File: src/rtl/fetch_unit.sv
// Instruction fetch stage: owns the PC, issues word-aligned fetches, buffers in-order
// responses and hands {pc, instr} to decode; redirects flush and restart at the target.
module fetch_unit #(
   parameter logic [31:0] RESET_PC = 32'h0000_0000,
   parameter int          DEPTH    = 2
) (
   input  logic        clk,
   input  logic        rst_n,
   output logic        imem_req_valid,
   input  logic        imem_req_ready,
   output logic [31:0] imem_req_addr,
   input  logic        imem_rsp_valid,
   input  logic [31:0] imem_rsp_data,
   input  logic        redirect_valid,
   input  logic [31:0] redirect_pc,
   output logic        instr_valid,
   input  logic        instr_ready,
   output logic [31:0] instr,
   output logic [31:0] instr_pc,
   output logic [31:0] instr_pc_plus4
);

   localparam int PW = (DEPTH > 1) ? $clog2(DEPTH) : 1;
   localparam int CW = $clog2(DEPTH + 1);
   localparam int OW = 8;

   logic [31:0]   req_pc;
   logic [31:0]   rsp_pc;
   logic [OW-1:0] outstanding;
   logic [OW-1:0] outstanding_next;
   logic [OW-1:0] stale;
   logic [OW-1:0] live;
   logic [OW-1:0] occupancy;
   logic [CW-1:0] count;
   logic [PW-1:0] head;
   logic [PW-1:0] tail;
   logic [31:0]   buf_pc   [DEPTH];
   logic [31:0]   buf_word [DEPTH];
   logic [31:0]   redirect_target;
   logic          pop;
   logic          req_fire;
   logic          rsp_live;

   function automatic logic [PW-1:0] bump(input logic [PW-1:0] p);
      return (p == PW'(DEPTH - 1)) ? '0 : p + 1'b1;
   endfunction

   assign redirect_target = redirect_pc & ~32'h3;
   assign live            = outstanding - stale;
   assign instr_valid     = (count != '0);
   assign pop             = instr_valid & instr_ready;

   // Live fetches plus buffered entries never exceed DEPTH, so every live response has a slot.
   assign occupancy       = live + OW'(count) - OW'(pop);
   assign imem_req_valid  = !redirect_valid && (occupancy < OW'(DEPTH));
   assign imem_req_addr   = req_pc;
   assign req_fire        = imem_req_valid & imem_req_ready;
   assign rsp_live        = imem_rsp_valid && (stale == '0) && !redirect_valid;

   assign instr           = buf_word[head];
   assign instr_pc        = buf_pc[head];
   assign instr_pc_plus4  = buf_pc[head] + 32'd4;

   always_comb begin
      outstanding_next = outstanding;
      if (req_fire)
         outstanding_next = outstanding_next + 1'b1;
      if (imem_rsp_valid && (outstanding != '0))
         outstanding_next = outstanding_next - 1'b1;
   end

   // On redirect every fetch still in flight becomes stale and is dropped as it returns.
   always_ff @(posedge clk or negedge rst_n) begin
      if (!rst_n) begin
         req_pc      <= RESET_PC;
         rsp_pc      <= RESET_PC;
         outstanding <= '0;
         stale       <= '0;
         count       <= '0;
         head        <= '0;
         tail        <= '0;
         for (int i = 0; i < DEPTH; i++) begin
            buf_pc[i]   <= '0;
            buf_word[i] <= '0;
         end
      end else begin
         outstanding <= outstanding_next;
         if (redirect_valid) begin
            req_pc <= redirect_target;
            rsp_pc <= redirect_target;
            stale  <= outstanding_next;
            count  <= '0;
            head   <= '0;
            tail   <= '0;
         end else begin
            if (req_fire)
               req_pc <= req_pc + 32'd4;
            if (imem_rsp_valid && (stale != '0))
               stale <= stale - 1'b1;
            if (rsp_live) begin
               buf_pc[tail]   <= rsp_pc;
               buf_word[tail] <= imem_rsp_data;
               tail           <= bump(tail);
               rsp_pc         <= rsp_pc + 32'd4;
            end
            if (pop)
               head <= bump(head);
            count <= count + CW'(rsp_live) - CW'(pop);
         end
      end
   end

endmodule

File: config.mk
export PLATFORM = sky130hd
export DESIGN_NAME = fetch_unit
export DESIGN_NICKNAME = d
export VERILOG_FILES = /design/src/rtl/fetch_unit.sv
export SDC_FILE = /design/constraint.sdc
export NUM_CORES = 1
export LEC_CHECK = 0
export ABC_AREA = 1
export CELL_PAD_IN_SITES_DETAIL_PLACEMENT = 1
export CELL_PAD_IN_SITES_GLOBAL_PLACEMENT = 1
export CORE_UTILIZATION = 42
export DETAILED_ROUTE_END_ITERATION = 10
export PLACE_DENSITY = 0.95
export SLEW_MARGIN = 20
export SYNTH_ARGS = -nofsm -noshare
export SYNTH_HDL_FRONTEND = slang
export SYNTH_SLANG_ARGS = --single-unit
File: constraint.sdc
create_clock -name clk -period 14.65 [get_ports clk]
set_input_delay 3.6625 -clock clk [delete_from_list [all_inputs] [get_ports clk]]
set_output_delay 3.6625 -clock clk [all_outputs]
set_load 0.01 [all_outputs]
Word-level counts from Yosys, hierarchy flattened
Cells that the tools add are included.
{"block": "word_totals", "ff_bits": 212, "input_bits": 70, "out_inout_bits": 130, "elab_cells": 74}
{"block": "op_classes", "addsub": 13, "n_lt_le_gt_ge": 4, "n_mux": 25, "bitwise_logic": 5, "reduce_logical": 16}
{"operator": "32-bit 2-to-1 mux", "count": 11}
{"operator": "64-bit bitwise mux", "count": 2}
{"operator": "32-bit by 3-bit adder with 32-bit output (second input constant)", "count": 3}
{"operator": "32-bit demux with 1-bit select", "count": 1}
{"operator": "8-bit 2-to-1 mux", "count": 4}
{"operator": "8-bit nonzero test", "count": 2}
{"operator": "8-bit by 1-bit subtractor with 8-bit output (second input constant)", "count": 2}
{"operator": "2-bit nonzero test", "count": 5}
{"operator": "8-bit by 1-bit adder with 8-bit output (second input constant)", "count": 1}
{"operator": "8-bit by 2-bit adder with 8-bit output", "count": 1}
{"operator": "8-bit logical NOT", "count": 1}
{"operator": "8-bit by 2-bit less-than comparator with 1-bit output (second input constant)", "count": 1}
{"operator": "8-bit by 1-bit subtractor with 8-bit output", "count": 1}
{"operator": "8-bit subtractor", "count": 1}
{"operator": "1-bit logical AND", "count": 6}
{"operator": "1-bit 2-to-1 mux", "count": 6}
{"operator": "2-bit greater-or-equal comparator (second input constant)", "count": 2}
{"operator": "1-bit inverter with 2-bit output", "count": 2}
{"operator": "1-bit adder (second input constant)", "count": 2}
{"operator": "2-bit by 1-bit adder with 2-bit output", "count": 1}
{"operator": "1-bit AND", "count": 2}
{"operator": "2-bit by 1-bit less-than comparator with 1-bit output (second input constant)", "count": 1}
{"operator": "2-bit 2-to-1 mux", "count": 1}
{"operator": "2-bit AND reduction", "count": 1}
{"operator": "3 further kinds", "count": 3}

Depth between registers and ports, before layout
{"block": "depth", "ltp_word": 10, "mapped_depth": 29}

Least setup slack after synthesis
No wires, ideal clock.
{"block": "synth_timing", "path_type": "input port to output port", "from": "input instr_ready", "to": "output imem_req_valid", "arrival_time_ns": 6.048, "t_required_ns": 10.988, "slack_ns": 4.939, "stages": 15, "n_path_buf": 0, "cell_sequence": "nand2_1 fa_1 inv_1 fa_1 nor2_2 inv_1 fa_1 inv_1 nand3_1 nand2_1 nand2_1 nand2_1 nand3_2 nor2_4 and3_1"}
{"block": "synth_between", "elab_chain_cells": 4}
{"item": "start, declared", "line_no": "17", "rtl": "input logic instr_ready,"}
{"item": "1-bit AND", "line_no": "51", "rtl": "assign pop = instr_valid & instr_ready;"}
{"item": "8-bit by 1-bit subtractor with 8-bit output", "line_no": "54", "rtl": "assign occupancy = live + OW'(count) - OW'(pop);"}
{"item": "8-bit by 2-bit less-than comparator with 1-bit output", "line_no": "55", "rtl": "assign imem_req_valid = !redirect_valid && (occupancy < OW'(DEPTH));"}
{"item": "1-bit logical AND", "line_no": "55"}
{"item": "end, declared", "line_no": "9", "rtl": "output logic imem_req_valid,"}
Every way passes these cells.

Worst setup path after layout
Ends and elaborated chain as after synthesis.

==> results.txt <==
The flow ran to the end, and the final reports show no timing, DRC or antenna violations. The tools report the via count of the first global-routing pass as 11800. Data on the critical path is required at its endpoint by 10.99 ns. Of all nets on the critical path, the largest fanout is 4.

The cell row count was 60. Dividing total power by cell area gives a power density of 173.0 mW/mm^2. In the synthesized netlist the dominant register cell turns out to be sky130_fd_sc_hd__dfrtp_1.

Total chip power: 2523 uW. By instance count, the leading cell after synthesis is sky130_fd_sc_hd__nand2_1. In the finished design, the share of the clock period the worst path needs comes to 75.03%. The number of buffers between clock root and the deepest sink was 3. The worst setup path is captured at a primary output. The critical path is of the primary input to primary output type.

Accumulated negative setup slack: 0 ns. In the synthesized netlist, the number of instances is 1529. Share of layout cells above drive strength 1: 6.624%. Type of the worst min-delay path: register to register. The largest stage delay on the critical path came out at 0.53 ns.

The synthesized design spends more area on one cell type than any other, namely sky130_fd_sc_hd__dfrtp_1. At the pin with the least slew margin, the transition time is 0.9771 ns. The run gives 0 as the total count of hold-check failures in the final report.

The tools report the DRC violation count after routing as 0. The area inside the core boundary was 0.02718 sq mm; the starting utilization of the core area was 43.23%. The number of synthesized flops with an enable pin is 0, and the final worst clock skew is 0.01370 ns. The detailed router finished its first iteration with 816 violations. The clock sink total came out at 204. The wire length reported by the detailed router was 38.52 mm.

The element type at the critical path start was a primary input. The netlist area before placement was 0.01175 sq mm; the area overhead of the layout relative to synthesis was 24.11%. The final core area utilization is 53.65%, and the number of setup violations in the final report is 0. The vertical extent of the die is 169.2 microns.

The commonest cells after synthesis are sky130_fd_sc_hd__nand2_1, sky130_fd_sc_hd__dfrtp_1, sky130_fd_sc_hd__inv_1, sky130_fd_sc_hd__o21ai_0, sky130_fd_sc_hd__nor2_1. The initial antenna violation count was 0; the post-CTS repair timing setup buffer count was 0. The tools report the count of pins over their slew limit as 0. The global-route wire length before repair came out at 62.23 mm. The unique cell type count in the Yosys netlist is 52. Data arrives at the worst endpoint at 7.33 ns. The remaining max-slew budget at the tightest pin is 34.17%. Yosys attributes the largest share of cell area to sky130_fd_sc_hd__dfrtp_1, sky130_fd_sc_hd__nand2_1, sky130_fd_sc_hd__o21ai_0, sky130_fd_sc_hd__inv_1, sky130_fd_sc_hd__xor2_1. The count of nets left with antenna violations once routing finished came out at 0. The area fraction of the dominant cell type after synthesis came out at 43.46%. Input and output buffers added on the ports amount to 191.

Walking the worst path, the cells encountered are clkdlybuf4s50_1, nand2_1, fa_1, inv_1, fa_1, nor2_2, inv_1, fa_1, inv_1, nand3_1, nand2_1, nand2_1, nand2_1, nand3_2, nor2_4, and3_1, clkdlybuf4s50_1. Max-cap violations in this run came to 0. The count of boundary I/O pins was 200.

The number of warnings issued by yosys was 0; the fraction of synthesis flops using an asynchronous set or reset pin was 100.0%. Synthesis inferred 204 register bits. Setup repair after global routing left no endpoint under its margin.

A synthesized cell averages 7.683 sq um. After clock tree synthesis, the flow added hold-fix buffers numbering 0. The tools report the root cell of the clock tree as sky130_fd_sc_hd__clkbuf_16.

The number of antenna diodes in the final layout is 0. Sequential cells were found to cover 43.46% of the synthesized design area. The net count of the finished layout is 1788.

The number of fill cells is 3332, and the routability congestion estimate is 0.8619. For this run, the total global-route usage over all layers was measured as 27.16%. VDD sags by at most 103.5 uV. Timing would allow up to 0.09098 GHz. The number of clock buffers inserted by TritonCTS came out at 23. Summed over all nets, the half-perimeter wirelength after detailed placement is 26.64 mm. The run gives 1 as the count of H-tree levels built during CTS. The cell that appears most often on the critical path is sky130_fd_sc_hd__nand2_1. Global routing finished with a remaining overflow of 0. The final routed wire length divided by cell count was 18.54 microns. The number of vias per cell after detailed routing came out at 5.371.

For the static power due to leakage, the log shows 0.006984 uW. The worst path needs 10.99 ns of the cycle, external delays included. On the critical path, the stage with the largest delay is an instance of sky130_fd_sc_hd__clkdlybuf4s50_1.

TritonCTS built the clock tree. Clock-pin slew was measured on the worst setup and hold paths at 0.06 ns. For the number of vias in the routed layout, the log shows 11160. In this run the horizontal extent of the chip is 169.2 microns. After clock tree synthesis, the repair step resized 0 gates. For the worst-skew pair, the clock arrives at the later sink with an insertion delay of 0.52 ns.

The floorplan step defined a die boundary enclosing 0.02864 sq mm. For the maximum number of pins on one net before global-route repair, the log shows 126. The number of search-and-repair iterations in the first detailed-routing pass was 5.
## critical path, delay by kind of cell
family	cells	cell delay [ns]
fa+ha+maj	3	1.34
buf+inv	5	1.24
simple gates	9	1.08
## where the power goes
| group | switching, uW | leakage, uW | internal [uW] | total, uW |
|---|---|---|---|---|
| Combinational | 753 | 0.00393 | 486 | 1240 |
| Clock | 237 | 0.000366 | 328 | 566 |
| Sequential | 79.3 | 0.00268 | 639 | 718 |
| Total | 1070 | 0.00698 | 1450 | 2520 |
## kinds of logic after synthesis
family                   after synthesis  share of synthesized area (%)
adder cells (fa/ha/maj)               28                          3.238
XOR/XNOR                              68                          5.070
AO/OA/AOI/OAI                        268                          12.82
other                                  1                        0.03192
buffers and inverters                272                          9.703
AND/OR/NAND/NOR                      687                          25.59
multiplexers                           1                        0.08521
flip-flops                           204                          43.46
## flip-flops by register name (all words and copies together), names as in the netlist
name and count:
stale 8, rsp_pc 30, buf_pc 60, outstanding 8, head 1, tail 1, imem_req_addr 30, count 2
buf_word 64
## cell type report
type | instances | area (sq um) | share of cell area (%)
Sequential cell | 204 | 5106 | 35.02
Multi-Input combinational cell | 1058 | 5545 | 38.03
Clock buffer | 36 | 704.4 | 4.831
Inverter | 207 | 782.0 | 5.363
Tap cell | 372 | 465.4 | 3.192
Timing Repair Buffer | 196 | 1952 | 13.39
Clock inverter | 5 | 25.02 | 0.1716
## final timing paths
path,from,end,slack (ns),depth (start not counted)
worst min-delay path,buf_pc[28]$_DFFE_PN0P_,buf_pc[28]$_DFFE_PN0P_,0.48,2
max in group asynchronous,rst_n,head$_DFFE_PN0P_,9.26,3
worst min register to register,buf_pc[28]$_DFFE_PN0P_,buf_pc[28]$_DFFE_PN0P_,0.48,2
min in group asynchronous,rst_n,buf_word[4]$_DFFE_PN0P_,3.14,1
worst max-delay path,instr_ready,imem_req_valid,3.66,17
worst max register to register,count[1]$_DFF_PN0_,stale[1]$_DFFE_PN0P_,9.33,24
## metrics by stage
| step | worst slack, ns | std cells | cell area, sq um | hold WS, ns |
|---|---|---|---|---|
| 2_1_floorplan | 4.939 | 1534 | 11770 | 0.4457 |
| 3_3_place_gp | 3.785 | 2037 | 13840 | 0.4578 |
| 3_5_place_dp | 3.647 | 2037 | 13840 | 0.4655 |
| 4_1_cts | 3.648 | 2078 | 14570 | 0.4802 |
| 5_1_grt | 3.521 | 2078 | 14580 | 0.5033 |
| 6_report | 3.659 | 2078 | 14580 | 0.4770 |
## cells in the final DEF (no fill, tap or decap), types with 10 or more instances in the layout
| cell | count |
|---|---|
| sky130_fd_sc_hd__clkdlybuf4s50_1 | 189 |
| sky130_fd_sc_hd__ha_1 | 24 |
| sky130_fd_sc_hd__clkbuf_16 | 23 |
| sky130_fd_sc_hd__nand3_1 | 45 |
| sky130_fd_sc_hd__inv_1 | 199 |
| sky130_fd_sc_hd__o21ai_1 | 11 |
| sky130_fd_sc_hd__o221ai_1 | 11 |
| sky130_fd_sc_hd__nor3_1 | 17 |
| sky130_fd_sc_hd__o21ai_0 | 172 |
| sky130_fd_sc_hd__dfrtp_1 | 203 |
| sky130_fd_sc_hd__nand2_1 | 456 |
| sky130_fd_sc_hd__xor2_1 | 63 |
| sky130_fd_sc_hd__a31oi_1 | 19 |
| sky130_fd_sc_hd__o211ai_1 | 18 |
| sky130_fd_sc_hd__a21oi_1 | 18 |
| sky130_fd_sc_hd__or2_2 | 23 |
| sky130_fd_sc_hd__nor4_1 | 10 |
| sky130_fd_sc_hd__nand4_1 | 21 |
| sky130_fd_sc_hd__nor2_1 | 74 |
## routing by layer
layer / up-vias / GRT usage (%) / part of all wire (%)
met3: 68 / 3.568 / 5.0
met1: 5560 / 35.08 / 43
met4: 0 / 6.933 / 2.4
li1: 5210 / - / -
met2: 322 / 47.88 / 50
met5: - / 0 / 0
No activity file was read; power rests on OpenSTA's default activity.
